## src/rtl/param_unlock_mech.sv

```systemverilog
// -----------------------------------------------------------------------------
// param_unlock_mech
// Serial code-lock. Frames of CODE_LEN bits arrive MSB first on ser_data,
// qualified by ser_val. Gaps between bits are allowed. The whole frame is
// compared against a programmable code register. A match sets the unlocked
// flag. MAX_FAIL consecutive mismatches force a LOCKOUT_CYCLES-long lockout.
// While unlocked, a new code can be programmed serially in the same way.
//
// Ports
//   clk          clock, rising edge
//   rst          synchronous active-high reset
//   ser_val      serial bit valid
//   ser_data     serial bit value
//   abort        discard the partial frame or programming sequence
//   prog_en      enter programming mode (IDLE and unlocked only)
//   relock       clear the unlocked flag
//   output_val   strobe in the cycle the last frame bit is accepted
//   output_data  1 = frame matched the code (valid with output_val)
//   unlocked     unlock status
//   locked_out   high while in lockout
//   fail_cnt     consecutive failed frames
//   prog_done    strobe in the cycle the last programming bit is accepted
// -----------------------------------------------------------------------------
module param_unlock_mech #(
    parameter int                  CODE_LEN       = 4,
    parameter logic [CODE_LEN-1:0] CODE           = CODE_LEN'(4'b1011),
    parameter int                  MAX_FAIL       = 3,
    parameter int                  LOCKOUT_CYCLES = 16
) (
    input  logic                            clk,
    input  logic                            rst,
    input  logic                            ser_val,
    input  logic                            ser_data,
    input  logic                            abort,
    input  logic                            prog_en,
    input  logic                            relock,
    output logic                            output_val,
    output logic                            output_data,
    output logic                            unlocked,
    output logic                            locked_out,
    output logic [$clog2(MAX_FAIL+1)-1:0]   fail_cnt,
    output logic                            prog_done
);

    localparam int CW = (CODE_LEN > 1) ? $clog2(CODE_LEN) : 1;
    localparam int FW = $clog2(MAX_FAIL + 1);
    localparam int TW = (LOCKOUT_CYCLES > 1) ? $clog2(LOCKOUT_CYCLES) : 1;

    localparam logic [CW-1:0] LAST_IDX  = CW'(CODE_LEN - 1);
    localparam logic [FW-1:0] FAIL_MAX  = FW'(MAX_FAIL);
    localparam logic [TW-1:0] LOCK_LOAD = TW'(LOCKOUT_CYCLES - 1);

    typedef enum logic [1:0] {
        S_IDLE    = 2'd0,
        S_COLLECT = 2'd1,
        S_PROG    = 2'd2,
        S_LOCKOUT = 2'd3
    } state_e;

    state_e              state_q,    state_d;
    logic [CW-1:0]       cnt_q,      cnt_d;
    // Only the bits preceding the final one need storing: the final bit is
    // taken straight from ser_data when the frame completes.
    logic [CODE_LEN-2:0] shift_q,    shift_d;
    logic [TW-1:0]       timer_q,    timer_d;
    logic [FW-1:0]       fail_q,     fail_d;
    logic                unlocked_q, unlocked_d;
    logic [CODE_LEN-1:0] code_q,     code_d;

    logic [CODE_LEN-1:0] frame_s;
    logic                last_s;
    logic                match_s;
    logic [FW-1:0]       fail_inc_s;

    assign frame_s    = {shift_q, ser_data};
    assign last_s     = ser_val && (cnt_q == LAST_IDX);
    assign match_s    = (frame_s == code_q);
    assign fail_inc_s = fail_q + FW'(1);

    // State and datapath registers with synchronous reset.
    always_ff @(posedge clk) begin
        if (rst) begin
            state_q    <= S_IDLE;
            cnt_q      <= {CW{1'b0}};
            shift_q    <= {(CODE_LEN-1){1'b0}};
            timer_q    <= {TW{1'b0}};
            fail_q     <= {FW{1'b0}};
            unlocked_q <= 1'b0;
            code_q     <= CODE;
        end else begin
            state_q    <= state_d;
            cnt_q      <= cnt_d;
            shift_q    <= shift_d;
            timer_q    <= timer_d;
            fail_q     <= fail_d;
            unlocked_q <= unlocked_d;
            code_q     <= code_d;
        end
    end

    // Next-state and datapath update.
    always_comb begin
        state_d    = state_q;
        cnt_d      = cnt_q;
        shift_d    = shift_q;
        timer_d    = timer_q;
        fail_d     = fail_q;
        code_d     = code_q;
        // relock overrides any unlock earned in the same cycle
        unlocked_d = relock ? 1'b0 : unlocked_q;
        case (state_q)
            S_IDLE: begin
                if (abort) begin
                    state_d = S_IDLE;
                end else if (ser_val) begin
                    shift_d = frame_s[CODE_LEN-2:0];
                    cnt_d   = CW'(1);
                    state_d = S_COLLECT;
                end else if (prog_en && unlocked_q && !relock) begin
                    cnt_d   = {CW{1'b0}};
                    state_d = S_PROG;
                end else begin
                    state_d = S_IDLE;
                end
            end
            S_COLLECT: begin
                if (abort) begin
                    cnt_d   = {CW{1'b0}};
                    state_d = S_IDLE;
                end else if (last_s) begin
                    cnt_d   = {CW{1'b0}};
                    shift_d = frame_s[CODE_LEN-2:0];
                    if (match_s) begin
                        unlocked_d = !relock;
                        fail_d     = {FW{1'b0}};
                        state_d    = S_IDLE;
                    end else if (fail_inc_s == FAIL_MAX) begin
                        fail_d  = fail_inc_s;
                        timer_d = LOCK_LOAD;
                        state_d = S_LOCKOUT;
                    end else begin
                        fail_d  = fail_inc_s;
                        state_d = S_IDLE;
                    end
                end else if (ser_val) begin
                    shift_d = frame_s[CODE_LEN-2:0];
                    cnt_d   = cnt_q + CW'(1);
                end else begin
                    state_d = S_COLLECT;
                end
            end
            S_PROG: begin
                if (abort || relock) begin
                    cnt_d   = {CW{1'b0}};
                    state_d = S_IDLE;
                end else if (last_s) begin
                    code_d  = frame_s;
                    shift_d = frame_s[CODE_LEN-2:0];
                    cnt_d   = {CW{1'b0}};
                    state_d = S_IDLE;
                end else if (ser_val) begin
                    shift_d = frame_s[CODE_LEN-2:0];
                    cnt_d   = cnt_q + CW'(1);
                end else begin
                    state_d = S_PROG;
                end
            end
            S_LOCKOUT: begin
                // Timer loaded with LOCKOUT_CYCLES-1 so the state lasts exactly
                // LOCKOUT_CYCLES cycles including the exit cycle.
                if (timer_q == {TW{1'b0}}) begin
                    fail_d  = {FW{1'b0}};
                    state_d = S_IDLE;
                end else begin
                    timer_d = timer_q - TW'(1);
                end
            end
            default: begin
                state_d = S_IDLE;
            end
        endcase
    end

    // Output decode; Mealy strobes and status are forced low during reset.
    always_comb begin
        output_val  = 1'b0;
        output_data = 1'b0;
        prog_done   = 1'b0;
        unlocked    = 1'b0;
        locked_out  = 1'b0;
        fail_cnt    = {FW{1'b0}};
        if (rst) begin
            output_val  = 1'b0;
            prog_done   = 1'b0;
        end else begin
            if ((state_q == S_COLLECT) && !abort && last_s) begin
                output_val  = 1'b1;
                output_data = match_s;
            end else begin
                output_val  = 1'b0;
                output_data = 1'b0;
            end
            prog_done  = (state_q == S_PROG) && !abort && !relock && last_s;
            unlocked   = unlocked_q;
            locked_out = (state_q == S_LOCKOUT);
            fail_cnt   = fail_q;
        end
    end

endmodule

```

## config.mk

```make
export PLATFORM = sky130hd
export DESIGN_NAME = param_unlock_mech
export DESIGN_NICKNAME = d
export VERILOG_FILES = /design/src/rtl/param_unlock_mech.sv
export SDC_FILE = /design/constraint.sdc
export NUM_CORES = 1
export LEC_CHECK = 0
export BUFFER_PORTS_ARGS = -buffer_cell sky130_fd_sc_hd__buf_2
export CELL_PAD_IN_SITES_DETAIL_PLACEMENT = 0
export CELL_PAD_IN_SITES_GLOBAL_PLACEMENT = 2
export CORE_UTILIZATION = 30
export DETAILED_ROUTE_END_ITERATION = 12
export HOLD_SLACK_MARGIN = 0.08
export PLACE_DENSITY_LB_ADDON = 0.2
export RECOVER_POWER = 100
export SLEW_MARGIN = 40
export SYNTH_ARGS = -nofsm -noshare
export SYNTH_HDL_FRONTEND = slang
export SYNTH_SLANG_ARGS = --single-unit
export TNS_END_PERCENT = 50
```

## constraint.sdc

```tcl
create_clock -name clk -period 1.5 [get_ports clk]
set_input_delay 0.225 -clock clk [delete_from_list [all_inputs] [get_ports clk]]
set_output_delay 0.225 -clock clk [all_outputs]
set_load 0.01 [all_outputs]
```

==> Word-level counts from Yosys, hierarchy flattened <==
Index checks and enable logic that the tools add are counted.
{ "totals": {"reg_bits": 18, "in_bits": 7, "out_inout_bits": 7, "elab_cells": 99} }
{ "op_classes": {"add_sub_neg": 3, "n_eq_ne": 17, "mux": 50, "n_bitwise": 1, "reduce_logical": 21} }
{ "op_table": {"columns": ["operator", "count"], "rows": [
  ["2-to-1 mux 2 bit", 23],
  ["2-to-1 mux 4 bit", 5],
  ["!= test 2 bit, second input constant", 8],
  ["2-to-1 mux 3 bit", 5],
  ["2-to-1 mux 1 bit", 12],
  ["one-hot mux 3 bit (3 select lines)", 1],
  ["AND reduction 3 bit", 3],
  ["equality test 2 bit, second input constant", 4],
  ["logical AND 1 bit", 8],
  ["!= test 4 bit, second input constant", 2],
  ["one-hot mux 2 bit (4 select lines)", 1],
  ["one-hot mux 4 bit (2 select lines)", 1],
  ["AND reduction 4 bit", 2],
  ["one-hot mux 2 bit (3 select lines)", 1],
  ["AND reduction 6 bit", 1],
  ["adder 2 x 1 -> 2 bit, second input constant", 2],
  ["equality test 4 bit", 1],
  ["zero test 4 bit", 1],
  ["one-hot mux 2 bit (2 select lines)", 1],
  ["subtractor 4 x 1 -> 4 bit, second input constant", 1],
  ["!= test 3 bit, second input constant", 1],
  ["nonzero test 3 bit", 1],
  ["equality test 2 x 1 -> 1 bit, second input constant", 1],
  ["zero test 1 bit", 2],
  ["other kinds (4)", 4]
]} }

==> Longest topological paths before layout <==
Gate-level depths: netlist of run 1.
{ "logic_depth": {"ltp_word": 7, "depth_mapped": 7, "ltp_nobuf": 6} }

==> Least setup slack after synthesis of run 1 <==
OpenSTA, ideal clock, no wires.
{ "synth_path": {"path_type": "register to register", "start": "reg state_q[0]", "end": "reg with a tool-made name", "setup_time_ns": 0.128, "arrival_ns": 1.508, "t_required_ns": 1.372, "path_slack_ns": -0.136, "path_stages_with_launch": 8, "path_buffers": 1, "synth_period_minus_slack_ns": 1.636, "cell_sequence": "dfxtp_1 > inv_1 > ha_1 > clkbuf_1 > or2_2 > o2111ai_1 > mux2i_1 > nor2_1"} }
{ "synth_lines": {"columns": ["item", "line", "source"], "rows": [
  ["start: declaration", "60", "state_e state_q, state_d;"],
  ["start signal: assignment", "91", "state_q <= state_d;"]
]} }

==> Final worst setup path of run 1 <==
{ "layout_path": {"start": "reg state_q[0]", "end": "out locked_out"} }
{ "layout_between": {"elab_chain_len": 2} }
{ "layout_rtl": {"columns": ["item", "line", "source"], "rows": [
  ["equality test 2 bit", "205", "locked_out = (state_q == S_LOCKOUT);"],
  ["2-to-1 mux 1 bit", "192", "if (rst) begin"],
  ["end: declaration", "40", "output logic locked_out,"]
]} }
Every way passes these cells.

==> results of run 1 <==
[layout make-up]
class,instances,share of cell area (%)
multi-input combinational,111,51.5
sequential,18,20.8
timing repair buffer,47,19.6
inverter,11,2.44
clock buffer,3,2.30
tap,48,3.34
[cell usage after synthesis (4+ instances only)]
cell type | count | area [sq um]
o21ai_0 | 10 | 50.1
xnor2_1 | 4 | 35.0
nor2b_1 | 5 | 31.3
nor2_1 | 10 | 37.5
ha_1 | 7 | 87.6
inv_1 | 11 | 41.3
nor3_1 | 4 | 20.0
nand3b_1 | 4 | 30.0
nand2_1 | 12 | 45.0
a21oi_1 | 7 | 35.0
dfxtp_1 | 18 | 360
nand3_1 | 5 | 25.0
mux2i_1 | 5 | 50.1
clkbuf_1 | 5 | 18.8
[layout by cell type (no fill, tap or decap), drive strengths merged, types with 2 or more instances in the layout]
master / count
nand3b: 4
nand4b: 2
a221oi: 3
nand2b: 3
nand3: 5
mux2i: 5
clkbuf: 4
buf: 46
and3: 3
nand2: 12
nor2: 10
ha: 7
a211oi: 3
and2: 2
nor3b: 2
dfxtp: 18
a21oi: 7
o21ai: 10
inv: 11
xnor2: 4
nor2b: 5
nor3: 4
[metal layers]
metal	share of wire (%)	track usage, %
met2	53	30.8
met1	45	20.3
met5	0	0
met3	1.5	3.17
met4	0.41	1.67
[worst max-delay path by stage]
| stage | cells past startpoint | slack [ps] | startpoint | to |
|---|---|---|---|---|
| final | 6 | -100 | state_q[0] | locked_out |
| after global placement | 6 | -60 | timer_q[0] | timer_q[0] |
| after floorplan | 6 | -40 | timer_q[0] | timer_q[0] |
| after global routing | 6 | -160 | state_q[1] | output_val |
| after detailed placement | 6 | -150 | timer_q[0] | timer_q[3] |
| after CTS | 6 | -110 | state_q[0] | locked_out |
[through the flow]
| stage | setup WS, ps | instance area [sq um] | util (%) | setup TNS [ps] |
|---|---|---|---|---|
| after floorplan | -43.3 | 1210 | - | -130 |
| after global placement | -62.2 | 1470 | 39.7 | -332 |
| after detailed placement | -146 | 1470 | 39.7 | -839 |
| after CTS | -107 | 1690 | 45.6 | -720 |
| after global routing | -158 | 1800 | 48.4 | -1800 |
| final | -99.9 | 1800 | 48.4 | -594 |
[worst max-delay path, cell delays in order, from the launching register on]
cell and delay, ps:
dfxtp_4 370, buf_6 120, ha_4 160, buf_6 110, buf_6 100, nor2b_1 120, buf_2 150
[power by group]
group	internal (mW)	total, mW	leakage (nW)	switching [mW]
combinational	0.0731	0.150	0.559	0.0764
clock	0.178	0.334	0.0216	0.156
sequential	0.484	0.494	0.149	0.0102
[timing repair]
action / in CTS / in global routing
resized for setup: 37 / 16
pin swaps: 11 / 6
buffers inserted: 7 / 3
hold buffers: 0 / 0
gates cloned: 0 / 0
setup endpoints to repair: 16 / 17
[kinds of logic after synthesis]
family / Yosys count
adders and majority gates: 7
DFF: 18
AOI/OAI and AO/OA: 37
buffers and inverters: 18
xor gates and xnor gates: 4
muxes: 5
and+or+nand+nor: 58
==> impl_metrics.env, run 1 <==
export IMPL_synth_compound_area_share_pct=21.2
export IMPL_synth_warnings=0
export IMPL_drt_initial_drc_count=56
export IMPL_cts_tree="built"
export IMPL_violations="negative setup slack"
export IMPL_dp_hpwl_mm=2.31
export IMPL_syn_num_nets=161
export IMPL_cts_buffer_depth=2
export IMPL_grt_pass1_vias=1222
export IMPL_synth_xor_area_share_pct=2.99
export IMPL_grtUsageTotal_pct=16.6
export IMPL_synth_top_family_by_area="simple AND/OR/NAND/NOR gates"
export IMPL_cp_required_ps=1270
export IMPL_drt_total_wl_mm=3.14
export IMPL_synth_cell_types=42
export IMPL_synth_seq_area_share_pct=30.7
export IMPL_syn_area_sq_um=1170
export IMPL_slew_headroom_pct=64.5
export IMPL_initial_utilization_pct=31.5
export IMPL_cts_made_buffers=3
export IMPL_finalPower_mw=0.978
export IMPL_tightest_slew_ps=527
export IMPL_fin_cells=238
export IMPL_clock_skew_final_ps=6.39
export IMPL_ant_nets=0
export IMPL_layout_setup_ws_ps=-99.9
export IMPL_finalMaxSlewViolations=0
export IMPL_synth_adder_area_share_pct=7.47
export IMPL_period_share_pct=107
export IMPL_rsz0062_at_grt="yes"
export IMPL_syn_inst=147
export IMPL_fillers=378
export IMPL_cp_end_kind="output pin"
export IMPL_cp_max_fo=3
export IMPL_place_inst=225
export IMPL_worstSetupStartpointType="flip-flop"
export IMPL_finalHoldViolCount=0
export IMPL_drive_gt1_share_pct=49.5
export IMPL_hp_class="primary input to flip-flop"
export IMPL_maxCapViolCount=0
export IMPL_gp_congestion=0.733
export IMPL_hp_start="relock"
export IMPL_grt_max_degree=20
export IMPL_max_freq_ghz=0.625
export IMPL_vdd_drop_max_mv=0.509
export IMPL_multi_input_area_sq_um=926
export IMPL_overflow=0
export IMPL_synth_simple_area_share_pct=27.3
export IMPL_synth_edf_count=0
export IMPL_viasPerCell=4.97
export IMPL_drc=0
export IMPL_p_leak_nw=0.730
export IMPL_rr_startpoint="state_q[1]"
export IMPL_clk_pin_slew_worst_paths_ps=70
export IMPL_holdPathStages=2
export IMPL_outcome="finished with violations"
export IMPL_drtPass1Iterations=4
export IMPL_layout_nets=206
export IMPL_synthMuxAreaShare_pct=4.27
export IMPL_dieArea_sq_um=4160
export IMPL_holdPathEnd="unlocked_q"
export IMPL_syn2layout_area_growth_pct=53.4
export IMPL_cts_root_buf="clkbuf_8"
export IMPL_htree_levels=1
export IMPL_ios=14
export IMPL_post_route_min_period_ps=1600
export IMPL_antenna_found_initial=0
export IMPL_finalSetupViolCount=15
export IMPL_clk_insertion_delay_late_ps=250
export IMPL_hold_slack_ps=245
export IMPL_grt_pass1_wl_mm=5.49
export IMPL_ys_dominant_reg_cell="dfxtp_1"
export IMPL_synth_ff_latch_count=18
export IMPL_core_area_sq_um=3720
export IMPL_async_reset_ff_share_pct=0
export IMPL_synth_area_per_cell_sq_um=7.98
export IMPL_portBuffers=13
export IMPL_std_cell_rows=22
export IMPL_r2r_slack_ps=-70
export IMPL_die_y_um=64.5
export IMPL_r2r_end="fail_q[1]"
export IMPL_worstSetupPathType="flip-flop to output pin"
export IMPL_power_density_nw_per_um2=544
export IMPL_antenna_cells=0
export IMPL_regArea_sq_um=374
export IMPL_wl_per_cell_um=13.2
export IMPL_via_count=1183
export IMPL_cp_arrival_ps=1370
export IMPL_dieWidth_um=64.5
export IMPL_clock_sinks=18
export IMPL_worstRegToRegCells=6
No activity file was read; power rests on OpenSTA's default activity.
==> inputs of run 2 (changes only) <==
CORE_MARGIN = 2   (was default)
==> impl_metrics.env, run 2 (same netlist as run 1, synthesis figures left out) <==
export IMPL_dieWidth_um=66.5
export IMPL_worstSetupStartpointType="flip-flop"
export IMPL_violations="negative setup slack"
export IMPL_dpl_cell_area_sq_um=1500
export IMPL_fin_util_pct=48.5
export IMPL_grt_pass1_wl_mm=5.61
export IMPL_drt_total_wl_mm=3.26
export IMPL_slowest_stage="dfxtp_2"
export IMPL_layout_common_cells="26 x buf_4, 12 x buf_2, 10 x nand2_1, 10 x dfxtp_1"
export IMPL_worstSetupPathType="flip-flop to output pin"
export IMPL_post_route_min_period_ps=1630
export IMPL_hold_buffers=0
export IMPL_maxCapViolCount=0
export IMPL_max_stage_delay_ps=340
export IMPL_finalPower_mw=1.07
export IMPL_crit_buf_inv=4
export IMPL_ant_nets=0
export IMPL_p_int_mw=0.799
export IMPL_p_sw_share_pct=25.1
export IMPL_fin_area_sq_um=1800
export IMPL_finalMaxSlewViolations=0
export IMPL_clk_pin_slew_worst_paths_ps=70
export IMPL_path_delay_family="buffers and inverters"
export IMPL_finalSetupViolCount=13
export IMPL_layout_setup_ws_ps=-134
export IMPL_core_area_sq_um=3720
export IMPL_overflow=0
export IMPL_outcome="finished with violations"
export IMPL_cts_tree="built"
export IMPL_layout_nets=203
export IMPL_hp_start="ser_data"
export IMPL_power_density_nw_per_um2=592
export IMPL_drtPass1Iterations=4
export IMPL_drive_gt1_share_pct=48.4
export IMPL_clock_sinks=18
export IMPL_clkPwrFrac_pct=38.1
export IMPL_cp_arrival_ps=1410
export IMPL_htree_levels=1
export IMPL_cp_required_ps=1270
export IMPL_cp_max_fo=6
export IMPL_tightest_slew_ps=593
export IMPL_worstRegToRegCells=6
export IMPL_finalHoldViolCount=0
export IMPL_gp_congestion=0.736
export IMPL_cts_root_buf="clkbuf_8"
export IMPL_max_freq_ghz=0.612
export IMPL_pre_cts_ws_ps=-103
export IMPL_wl_met3_um=64
export IMPL_r2r_slack_ps=-80
export IMPL_std_cell_rows=22
export IMPL_via_count=1198
export IMPL_cts_made_buffers=3
export IMPL_rsz0062_at_grt="yes"
export IMPL_viasPerCell=5.08
export IMPL_finalSetupTns_ps=-704
export IMPL_antenna_found_initial=0
export IMPL_rr_startpoint="state_q[1]"
export IMPL_initial_utilization_pct=31.5
export IMPL_dieArea_sq_um=4420
export IMPL_m1WireLength_mm=1.49
export IMPL_period_share_pct=109
export IMPL_holdPathEnd="code_q[0]"
export IMPL_r2r_end="timer_q[0]"
export IMPL_grtUsageTotal_pct=16.5
export IMPL_ios=14
export IMPL_drt_initial_drc_count=45
export IMPL_dp_hpwl_mm=2.47
export IMPL_path_common_cell="buf_4"
export IMPL_cp_end_kind="output pin"
export IMPL_pwr_share_seq_pct=46.3
export IMPL_clk_insertion_delay_late_ps=260
export IMPL_crit_chain="buf_4 -> ha_4 -> buf_4 -> buf_6 -> nor2b_1 -> buf_2"
export IMPL_slew_headroom_pct=60.1
export IMPL_p_leak_nw=0.718
export IMPL_routed_wl_met2_mm=1.67
export IMPL_pwr_share_comb_pct=15.5
export IMPL_portBuffers=13
export IMPL_holdPathStages=3
export IMPL_hp_class="primary input to flip-flop"
export IMPL_cts_buffer_depth=2
export IMPL_clock_skew_final_ps=5.50
export IMPL_top_layer="met4"
export IMPL_antenna_cells=0
export IMPL_power_switching_mw=0.268
export IMPL_grt_max_degree=15
export IMPL_mostFrequentLayoutCell="buf_4"
export IMPL_vdd_drop_max_mv=0.600
export IMPL_die_y_um=66.5
export IMPL_syn2layout_area_growth_pct=53.7
export IMPL_drc=0
export IMPL_grt_pass1_vias=1237
export IMPL_wl_per_cell_um=13.8
export IMPL_fillers=379
[run 2: per-stage QoR]
| stage | hold WS (ps) | std cells |
|---|---|---|
| after floorplan | 304 | 147 |
| after global placement | 478 | 228 |
| after detailed placement | 483 | 228 |
| after CTS | 222 | 236 |
| after global routing | 254 | 236 |
| final | 239 | 236 |
[run 2: layout make-up]
type | instances | area [sq um] | share of cell area [%]
clock buffers | 4 | 55.1 | 3.06
inverters | 11 | 41.3 | 2.29
multi-input cells | 111 | 946 | 52.5
flip-flops and latches | 18 | 373 | 20.7
well taps | 48 | 60.1 | 3.33
repair buffers | 44 | 327 | 18.1
[run 2: per-layer routing]
| layer | global-route usage, % | vias up |
|---|---|---|
| li1 | - | 613 |
| met1 | 21.2 | 566 |
| met2 | 28.2 | 15 |
| met3 | 3.55 | 4 |
| met4 | 3.83 | 0 |
| met5 | 0 | - |
[run 2: power by group through the flow]
stage / Sequential [mW] / Clock [mW] / Combinational (mW)
4_1_cts: 0.494 / 0.417 / 0.148
6_report: 0.495 / 0.407 / 0.166
2_1_floorplan: 0.502 / 0 / 0.0859
5_1_grt: 0.496 / 0.437 / 0.183
3_3_place_gp: 0.503 / 0 / 0.133
3_5_place_dp: 0.503 / 0 / 0.135
[run 2: worst max path at each step]
stage,depth (start not counted),slack [ps],to,startpoint
floorplan,6,-40,timer_q[0],timer_q[0]
global placement,7,-60,state_q[0],timer_q[1]
detailed placement,7,-100,state_q[1],timer_q[0]
CTS,6,-140,output_val,state_q[1]
global route,6,-200,output_val,state_q[1]
finish,6,-130,locked_out,state_q[1]
[run 2: worst register-to-register path: stages, from the launching register on]
cell      delay (ps)
dfxtp_2          340
buf_4            150
ha_4             160
buf_4            130
mux2i_1          100
o31a_2           340
a221oi_2         270
[run 2: timing repair]
| action | 4_1_cts | 5_1_grt |
|---|---|---|
| endpoints found under the setup margin | 16 | 18 |
| pin swaps | 12 | 1 |
| buffers inserted | 4 | 0 |
| gates resized for setup | 35 | 21 |
==> inputs of run 3 (changes only) <==
REMOVE_ABC_BUFFERS = 1   (was default)
SLEW_MARGIN = 10   (was 40)
==> impl_metrics.env, run 3 (same netlist as run 1, synthesis figures left out) <==
export IMPL_critPathLaunch="state_q[1]"
export IMPL_initial_utilization_pct=31.5
export IMPL_max_freq_ghz=0.612
export IMPL_maxCapViolCount=0
export IMPL_clock_skew_final_ps=2.01
export IMPL_slew_headroom_pct=59.5
export IMPL_slowest_stage="dfxtp_4"
export IMPL_post_route_min_period_ps=1630
export IMPL_hp_class="primary input to flip-flop"
export IMPL_p_sw_share_pct=25.3
export IMPL_clkPwrFrac_pct=37.6
export IMPL_worstSetupStartpointType="flip-flop"
export IMPL_max_stage_delay_ps=370
export IMPL_place_inst=227
export IMPL_grt_max_degree=16
export IMPL_ant_nets=0
export IMPL_drt_total_wl_mm=3.33
export IMPL_pwr_share_seq_pct=45.7
export IMPL_syn2layout_area_growth_pct=58.9
export IMPL_violations="negative setup slack"
export IMPL_path_delay_family="buffers and inverters"
export IMPL_vdd_drop_max_mv=0.304
export IMPL_clk_pin_slew_worst_paths_ps=70
export IMPL_rsz0062_at_grt="yes"
export IMPL_rr_startpoint="state_q[1]"
export IMPL_htree_levels=1
export IMPL_fin_cells=239
export IMPL_crit_chain="inv_4 -> ha_4 -> nand4b_1 -> buf_4 -> nor2_2 -> buf_2"
export IMPL_mostFrequentLayoutCell="buf_4"
export IMPL_ios=14
export IMPL_pwr_share_comb_pct=16.6
export IMPL_drive_gt1_share_pct=48.2
export IMPL_gp_congestion=0.773
export IMPL_fin_util_pct=50.1
export IMPL_p_int_mw=0.806
export IMPL_crit_buf_inv=3
export IMPL_drtPass1Iterations=2
export IMPL_layout_nets=206
export IMPL_finalHoldViolCount=0
export IMPL_dpl_cell_area_sq_um=1460
export IMPL_cp_required_ps=1270
export IMPL_cp_end_kind="output pin"
export IMPL_fillers=376
export IMPL_cp_max_fo=4
export IMPL_dp_hpwl_mm=2.34
export IMPL_m1WireLength_mm=1.59
export IMPL_wl_per_cell_um=13.9
export IMPL_hp_start="ser_data"
export IMPL_p_leak_nw=0.746
export IMPL_antenna_found_initial=0
export IMPL_layout_setup_ws_ps=-134
export IMPL_clock_sinks=18
export IMPL_viasPerCell=5.07
export IMPL_fin_area_sq_um=1860
export IMPL_dieArea_sq_um=4420
export IMPL_drc=0
export IMPL_regArea_sq_um=373
export IMPL_multi_input_area_sq_um=977
export IMPL_pre_cts_ws_ps=-203
export IMPL_die_y_um=66.5
export IMPL_routed_wl_met2_mm=1.67
export IMPL_finalMaxSlewViolations=0
export IMPL_cts_buffer_depth=2
export IMPL_clk_insertion_delay_late_ps=250
export IMPL_cts_made_buffers=3
export IMPL_cp_arrival_ps=1410
export IMPL_via_count=1211
export IMPL_overflow=0
export IMPL_layout_common_cells="27 x buf_4, 12 x dfxtp_1, 11 x nand2_1, 11 x buf_2"
export IMPL_tightest_slew_ps=602
export IMPL_cts_tree="built"
export IMPL_power_density_nw_per_um2=579
export IMPL_grt_pass1_vias=1226
export IMPL_top_layer="met4"
export IMPL_worstSetupPathType="flip-flop to output pin"
export IMPL_wl_met3_um=40
export IMPL_antenna_cells=0
export IMPL_outcome="finished with violations"
export IMPL_period_share_pct=109
export IMPL_power_switching_mw=0.273
export IMPL_portBuffers=13
export IMPL_grtUsageTotal_pct=16.4
export IMPL_finalPower_mw=1.08
export IMPL_drt_initial_drc_count=23
export IMPL_grt_pass1_wl_mm=5.71
export IMPL_finalSetupViolCount=16
export IMPL_cts_root_buf="clkbuf_8"
export IMPL_std_cell_rows=22
export IMPL_core_area_sq_um=3720
export IMPL_dieWidth_um=66.5
-- run 3: final cells by class --
cell class | instances | area share [%]
inverter | 11 | 2.48
tap | 48 | 3.22
clock buffer | 4 | 2.95
sequential | 18 | 20.0
multi-input combinational | 111 | 52.5
timing repair buffer | 47 | 18.9
-- run 3: per-stage QoR --
step	hold WS, ps	TNS [ps]
after floorplan	294	-682
after global routing	265	-2220
after detailed placement	485	-1860
after CTS	232	-879
final	246	-1070
after global placement	478	-1640
-- run 3: power groups by stage --
stage / logic [mW] / clock network [mW] / registers (mW)
final: 0.180 / 0.406 / 0.493
after global routing: 0.195 / 0.448 / 0.495
after CTS: 0.148 / 0.427 / 0.494
after detailed placement: 0.129 / 0 / 0.501
after global placement: 0.128 / 0 / 0.501
after floorplan: 0.0633 / 0 / 0.502
-- run 3: routing by layer --
layer	up-vias	track usage, %
met1	583	21.6
met2	6	28.7
met3	4	2.53
li1	618	-
met4	0	2.30
met5	-	0
-- run 3: path summary, 6_finish.rpt --
path / end / slack, ps / cells past startpoint
setup / recovery: output_val / -130 / 6
hold / removal: code_q[0] / 250 / 3
setup reg to reg: cnt_q[0] / -100 / 8
hold reg to reg: code_q[3] / 510 / 2
-- run 3: tightest hold or removal path: cells and delay by family --
family,cells,cell delay (ps)
and+or+nand+nor,2,120
buffers and inverters,1,120
-- run 3: what timing repair did --
item	in CTS	in global routing
buffers inserted	7	2
hold buffers	0	0
cloned	0	0
endpoints found under the setup margin	17	16
resized for setup	36	30
pin swaps	13	12
